## config.mk

```make
export PLATFORM = sky130hd
export DESIGN_NAME = dmem_responder
export DESIGN_NICKNAME = d
export VERILOG_FILES = /design/src/rtl/dmem_responder.sv
export SDC_FILE = /design/constraint.sdc
export NUM_CORES = 2
export LEC_CHECK = 0
export CAP_MARGIN = 40
export CORE_MARGIN = 5
export CORE_UTILIZATION = 54
export CTS_BUF_LIST = sky130_fd_sc_hd__clkbuf_16
export CTS_CLUSTER_DIAMETER = 50
export DETAILED_ROUTE_END_ITERATION = 8
export PLACE_DENSITY = 0.7
export SETUP_SLACK_MARGIN = 0.4
export SLEW_MARGIN = 20
export SYNTH_ARGS = -nofsm -noshare
export SYNTH_HDL_FRONTEND = slang
export SYNTH_SLANG_ARGS = --single-unit
```

## constraint.sdc

```tcl
create_clock -name clk -period 5.9 [get_ports clk]
set_input_delay 1.18 -clock clk [delete_from_list [all_inputs] [get_ports clk]]
set_output_delay 1.18 -clock clk [all_outputs]
set_load 0.05 [all_outputs]
```

## src/rtl/dmem_responder.sv

```systemverilog
// ---------------------------------------------------------------------------
// dmem_responder
//
// Purpose:
//   Word-organised data memory behind a valid/ready request channel and a
//   valid/ready response channel. An accepted request is held for
//   WAIT_CYCLES wait states. The memory is then accessed exactly once, and
//   the response is held until the initiator takes it. Misaligned or
//   out-of-range requests produce an error response and never touch memory.
//
// Parameters:
//   DEPTH        number of 32-bit words stored
//   WAIT_CYCLES  wait states between request acceptance and response (0 ok)
//
// Ports:
//   clk        in   rising-edge clock
//   reset      in   asynchronous reset, active low
//   req_valid  in   request present
//   req_ready  out  responder idle and able to accept a request
//   req_we     in   1 = write, 0 = read
//   req_addr   in   byte address, word index = req_addr[31:2]
//   req_wdata  in   write data
//   req_be     in   byte-lane enables for writes
//   rsp_valid  out  response present
//   rsp_ready  in   initiator accepts the response
//   rsp_rdata  out  read data (0 for writes and errors)
//   rsp_err    out  request was misaligned or out of range
//   busy       out  high whenever a transaction is in flight
// ---------------------------------------------------------------------------
module dmem_responder #(
    parameter int DEPTH       = 64,
    parameter int WAIT_CYCLES = 2
) (
    input  logic        clk,
    input  logic        reset,
    input  logic        req_valid,
    output logic        req_ready,
    input  logic        req_we,
    input  logic [31:0] req_addr,
    input  logic [31:0] req_wdata,
    input  logic [3:0]  req_be,
    output logic        rsp_valid,
    input  logic        rsp_ready,
    output logic [31:0] rsp_rdata,
    output logic        rsp_err,
    output logic        busy
);

    localparam int IDX_W = (DEPTH > 1) ? $clog2(DEPTH) : 1;
    localparam int CNT_W = (WAIT_CYCLES > 1) ? $clog2(WAIT_CYCLES) : 1;

    localparam logic [CNT_W-1:0] CNT_LOAD =
        CNT_W'((WAIT_CYCLES > 0) ? WAIT_CYCLES - 1 : 0);
    localparam logic [29:0] DEPTH_WORDS = 30'(DEPTH);

    localparam logic [1:0] S_IDLE = 2'd0;
    localparam logic [1:0] S_WAIT = 2'd1;
    localparam logic [1:0] S_RESP = 2'd2;

    logic [1:0]       state_q, state_d;
    logic [CNT_W-1:0] cnt_q, cnt_d;

    logic             we_q;
    logic [31:0]      addr_q;
    logic [31:0]      wdata_q;
    logic [3:0]       be_q;

    logic [31:0]      rsp_rdata_q, rsp_rdata_d;
    logic             rsp_err_q, rsp_err_d;

    logic [31:0]      mem [DEPTH];

    logic             req_hs;
    logic             enter_resp;
    logic             acc_we;
    logic [31:0]      acc_addr;
    logic [31:0]      acc_wdata;
    logic [3:0]       acc_be;
    logic             acc_err;
    logic [IDX_W-1:0] acc_idx;

    // Ready is also held low while reset is asserted, so nothing can be
    // accepted before the block is out of reset.
    assign req_ready = (state_q == S_IDLE) && reset;
    assign req_hs    = req_valid && req_ready;

    // With no wait states the access happens on the acceptance edge itself,
    // before the request registers hold anything. The live inputs are
    // therefore used while idle, and the captured copy is used otherwise.
    assign acc_we    = (state_q == S_IDLE) ? req_we    : we_q;
    assign acc_addr  = (state_q == S_IDLE) ? req_addr  : addr_q;
    assign acc_wdata = (state_q == S_IDLE) ? req_wdata : wdata_q;
    assign acc_be    = (state_q == S_IDLE) ? req_be    : be_q;

    // The full 30-bit word index is range-checked before it is truncated.
    // Out-of-range addresses can then never alias onto a low word.
    assign acc_err = (acc_addr[1:0] != 2'b00) || (acc_addr[31:2] >= DEPTH_WORDS);
    assign acc_idx = acc_addr[IDX_W+1:2];

    // This is the single edge on which memory is read or written.
    assign enter_resp = ((state_q == S_IDLE) && req_hs && (WAIT_CYCLES == 0)) ||
                        ((state_q == S_WAIT) && (cnt_q == '0));

    always_comb begin
        state_d = state_q;
        cnt_d   = cnt_q;
        case (state_q)
            S_IDLE: begin
                if (req_hs) begin
                    if (WAIT_CYCLES == 0) begin
                        state_d = S_RESP;
                    end else begin
                        state_d = S_WAIT;
                        cnt_d   = CNT_LOAD;
                    end
                end
            end
            S_WAIT: begin
                if (cnt_q == '0) begin
                    state_d = S_RESP;
                end else begin
                    cnt_d = cnt_q - CNT_W'(1);
                end
            end
            S_RESP: begin
                if (rsp_ready) begin
                    state_d = S_IDLE;
                end
            end
            default: state_d = S_IDLE;
        endcase
    end

    // Response payload is captured on the access edge and then left alone.
    // It stays stable for as long as the initiator stalls.
    always_comb begin
        rsp_rdata_d = rsp_rdata_q;
        rsp_err_d   = rsp_err_q;
        if (enter_resp) begin
            rsp_err_d   = acc_err;
            rsp_rdata_d = (!acc_err && !acc_we) ? mem[acc_idx] : 32'h0;
        end
    end

    always_ff @(posedge clk or negedge reset) begin
        if (!reset) begin
            state_q     <= S_IDLE;
            cnt_q       <= '0;
            we_q        <= 1'b0;
            addr_q      <= 32'h0;
            wdata_q     <= 32'h0;
            be_q        <= 4'h0;
            rsp_rdata_q <= 32'h0;
            rsp_err_q   <= 1'b0;
        end else begin
            state_q     <= state_d;
            cnt_q       <= cnt_d;
            rsp_rdata_q <= rsp_rdata_d;
            rsp_err_q   <= rsp_err_d;
            if (req_hs) begin
                we_q    <= req_we;
                addr_q  <= req_addr;
                wdata_q <= req_wdata;
                be_q    <= req_be;
            end
        end
    end

    // Storage is intentionally not reset. The state register is forced to
    // IDLE asynchronously, and ready is gated by reset. As a result,
    // enter_resp cannot fire while reset is held, so a transaction abandoned
    // in WAIT never writes.
    always_ff @(posedge clk) begin
        if (enter_resp && acc_we && !acc_err) begin
            for (int lane = 0; lane < 4; lane++) begin
                if (acc_be[lane]) begin
                    mem[acc_idx][8*lane +: 8] <= acc_wdata[8*lane +: 8];
                end
            end
        end
    end

    assign rsp_valid = (state_q == S_RESP);
    assign rsp_rdata = rsp_rdata_q;
    assign rsp_err   = rsp_err_q;
    assign busy      = (state_q != S_IDLE);

endmodule
```

==> qor_table.md <==
| Parameter | Value | Unit |
| --- | --- | --- |
| CTS Hold Bufs | 0 | - |
| Maximum number of pins on one net before global-route repair | 89 | - |
| Avg Vias per Cell | 6.80 | - |
| Number of buffers on the longest clock path | 3 | - |
| Number of nets still failing antenna checks after routing | 0 | - |
| DP HPWL | 156 | mm |
| Critical Setup Path Class | reg -> out | - |
| Total Routed Length | 260 | mm |
| Syn Nets | 5493 | - |
| Die outline area | 0.162 | mm² |
| Relative area change from synthesis to final layout | 16.2 | % |
| Lkg Pwr | 32.2 | nW |
| Core footprint | 0.152 | mm² |
| Clock-pin transition on the worst setup and hold timing paths | 60 | ps |
| Total clock buffers created by CTS | 206 | - |
| Violations in the final reports | design-rule violations | - |
| Final critical path time including I/O delays and setup | 4520 | ps |
| All-Layer GR Usage | 31.6 | % |
| Number of enable-type register cells in the synthesized netlist | 2048 | - |
| Worst setup SP type | flop | - |
| Worst relative slew slack | 36.0 | % |
| Library cell used as clock root buffer | clkbuf_16 | - |
| Crit-path max FO | 24 | - |
| CTS resizes | 0 | - |
| Floorplan row count | 143 | - |
| Combinational Power Share | 33.1 | % |
| Via count of the first global-routing pass | 53100 | - |
| Flop and latch count out of synthesis | 2153 | - |
| Starting Density | 54.4 | % |
| Switching share of power | 36.4 | % |
| Number of ports placed on the die boundary | 109 | - |
| Arrival time at the worst endpoint | 3340 | ps |
| Clock sink count | 2153 | - |
| Cell depth of the worst flop-to-flop path | 10 | - |
| Areal power density over the cells | 525 | mW/mm² |
| Largest cells by area after synthesis | edfxtp_1 (74%), nand2_1 (3.3%), dfrtp_1 (3.2%) | - |
| Library cells used by synthesis | 83 | - |
| Max-cap viol count | 0 | - |
| Number of warning messages in the yosys log | 0 | - |
| Remaining global-route overflow | 0 | - |
| Required arrival time at the worst endpoint | 4720 | ps |
| Hold crit path type | in -> async | - |
| Mapped Area | 0.0830 | mm² |
| Area leader, netlist | edfxtp_1 | - |
| First-pass detailed-route iteration total | 8 | - |
| Mapped Avg Cell Area | 15.3 | µm² |
| Fraction of synthesis flops using an asynchronous set or reset pin | 4.88 | % |
| Synth Flop Type | edfxtp_1 | - |
| Clock group share of total power | 26.9 | % |
| Count of H-tree levels built during CTS | 4 | - |
| Setup TNS | 0 | ps |
| Critical path endpoint category | output port | - |
| Floorplan die width | 402 | µm |
| Switching pwr | 18.4 | mW |
| Sequential share of power | 39.9 | % |
| Setup repair after global routing missed its margin | false | - |
| Net count, final | 5897 | - |
| Layout Skew | 42.8 | ps |
| Initial antenna violation count | 11 | - |
| Share of cells above drive strength 1 | 15.8 | % |
| Proportion of netlist area held by the largest area contributor | 74.1 | % |
| CTS tree | yes | - |
| First-pass GRT wire length | 373 | mm |
| DRC violations left | 2 | - |
| Power, Total | 50.7 | mW |
| Number of standard cells after synthesis | 5420 | - |
| Total of buffers placed on input and output ports | 108 | - |
| Count of vias placed by the detailed router | 54700 | - |
| Share of synthesized area occupied by flip-flops and latches | 77.3 | % |
| Outcome | complete, but fails checks | - |
| Average wire length per cell after detail routing | 32.4 | µm |
| Final Setup Violations | 0 | - |
| Final max-slew violation count | 0 | - |
| DR iter-0 viols | 7912 | - |
| Final weighted congestion in routability-driven placement | 0.904 | - |
| Die Span Y | 402 | µm |
| Internal Power | 32.2 | mW |
| Maximum clock frequency | 221 | MHz |
| Transition time at the pin with the least slew margin | 941 | ps |
| Clock network latency to the later pin of the worst-skew pair | 850 | ps |
| Largest vdd supply drop | 0.000586 | V |
| Hold violation total from the final report | 0 | - |
| Final cycle utilization of the critical path | 76.6 | % |
| Number of buffers inserted by post-CTS setup repair | 0 | - |
-- layout by cell type, fill, tap and decap left out, types with 38 or more instances in the layout --
master and n:
a211oi_1 68, a21oi_1 114, a31oi_1 81, a32o_1 45, a32oi_1 84, and3_1 85
buf_4 430, clkbuf_16 209, clkdlybuf4s50_1 107, clkinv_1 42, clkinv_2 38, dfrtp_1 105
edfxtp_1 2048, inv_1 54, mux2_2 72, mux2i_1 142, nand2_1 687, nand3_1 146
nor2_1 199, nor3_1 254, nor4_1 44, o22a_1 46, o22ai_1 381
-- layout make-up --
type	instances	area [µm²]
Fill cell	10700	56000
Inverter	10	37.5
Antenna cell	5	12.5
Multi-Input combinational cell	2858	17400
Sequential cell	2153	64100
Clock buffer	209	5230
Timing Repair Buffer	595	5340
Clock inverter	179	1740
Tap cell	2030	2540
-- Yosys cell counts, drive strengths merged, types with 45 or more instances --
cell type	count
nor3	254
mux2	73
a211oi	68
nor2	207
mux2i	144
o22a	46
nor4	45
a32oi	86
nand3	148
a32o	45
a21oi	117
dfrtp	105
nand2	724
edfxtp	2048
and3	86
clkbuf	168
buf	231
o22ai	381
a31oi	81
-- sequential cells by signal (all words and copies together), names as in the netlist --
register,count
cnt_q,1
rsp_rdata,32
be_q,4
state_q,2
wdata_q,32
we_q,1
rsp_err,1
addr_q,32
mem,2048
-- per-stage QoR --
step                      std cells  util [%]  setup WS [ps]  cell area, µm²  hold slack (ps)
after detailed placement       7630      58.6            638           89300              487
after global placement         7605      58.3            555           88900              476
final                          8039      63.3           1380           96400              202
after floorplan                5420         -           1920           83000              465
after global routing           8037      63.3           1260           96400              196
after CTS                      8018      63.2           1350           96300              185
-- routing by layer --
metal / vias up / wire (µm) / track usage (%)
met1: 27000 / 90500 / 42.3
met2: 4398 / 117000 / 47.6
met3: 915 / 35400 / 8.17
li1: 22300 / - / -
met5: - / 22 / 0
met4: 4 / 17900 / 17.6
-- critical path, cell delays in order, from the launching register on --
cell and delay (ps):
dfrtp_1 320, buf_4 280, nor2_4 60, inv_2 410, buf_16 230, buf_4 300, clkdlybuf4s50_1 870
-- kinds of logic (layout without fill, tap and decap cells) --
logic type	Yosys count	in the layout	synth area share (%)
other	0	5	0
multiplexers	217	217	2.73
AND/OR/NAND/NOR	1551	1551	8.43
flip-flops	2153	2153	77.3
buffers and inverters	409	993	2.13
AO/OA/AOI/OAI	1090	1090	9.44
-- worst paths after layout --
| check | start | slack (ps) | end |
|---|---|---|---|
| min reg2reg | addr_q[14] | 500 | addr_q[14] |
| min in group clk | addr_q[14] | 500 | addr_q[14] |
| min | reset | 200 | wdata_q[30] |
| max reg2reg | state_q[1] | 1520 | rsp_rdata[18] |
| max | state_q[1] | 1380 | busy |
| max in group asynchronous | reset | 4690 | wdata_q[26] |
-- power by group through the flow --
stage,registers (mW),clock network [mW],logic [mW]
floorplan,20.7,0,8.59
global placement,20.6,0,15.7
detailed placement,20.5,0,16.3
CTS,20.2,13.7,16.4
global route,20.3,14.3,17.3
finish,20.2,13.7,16.8
Note: power is estimated with default switching activity, not from simulation.
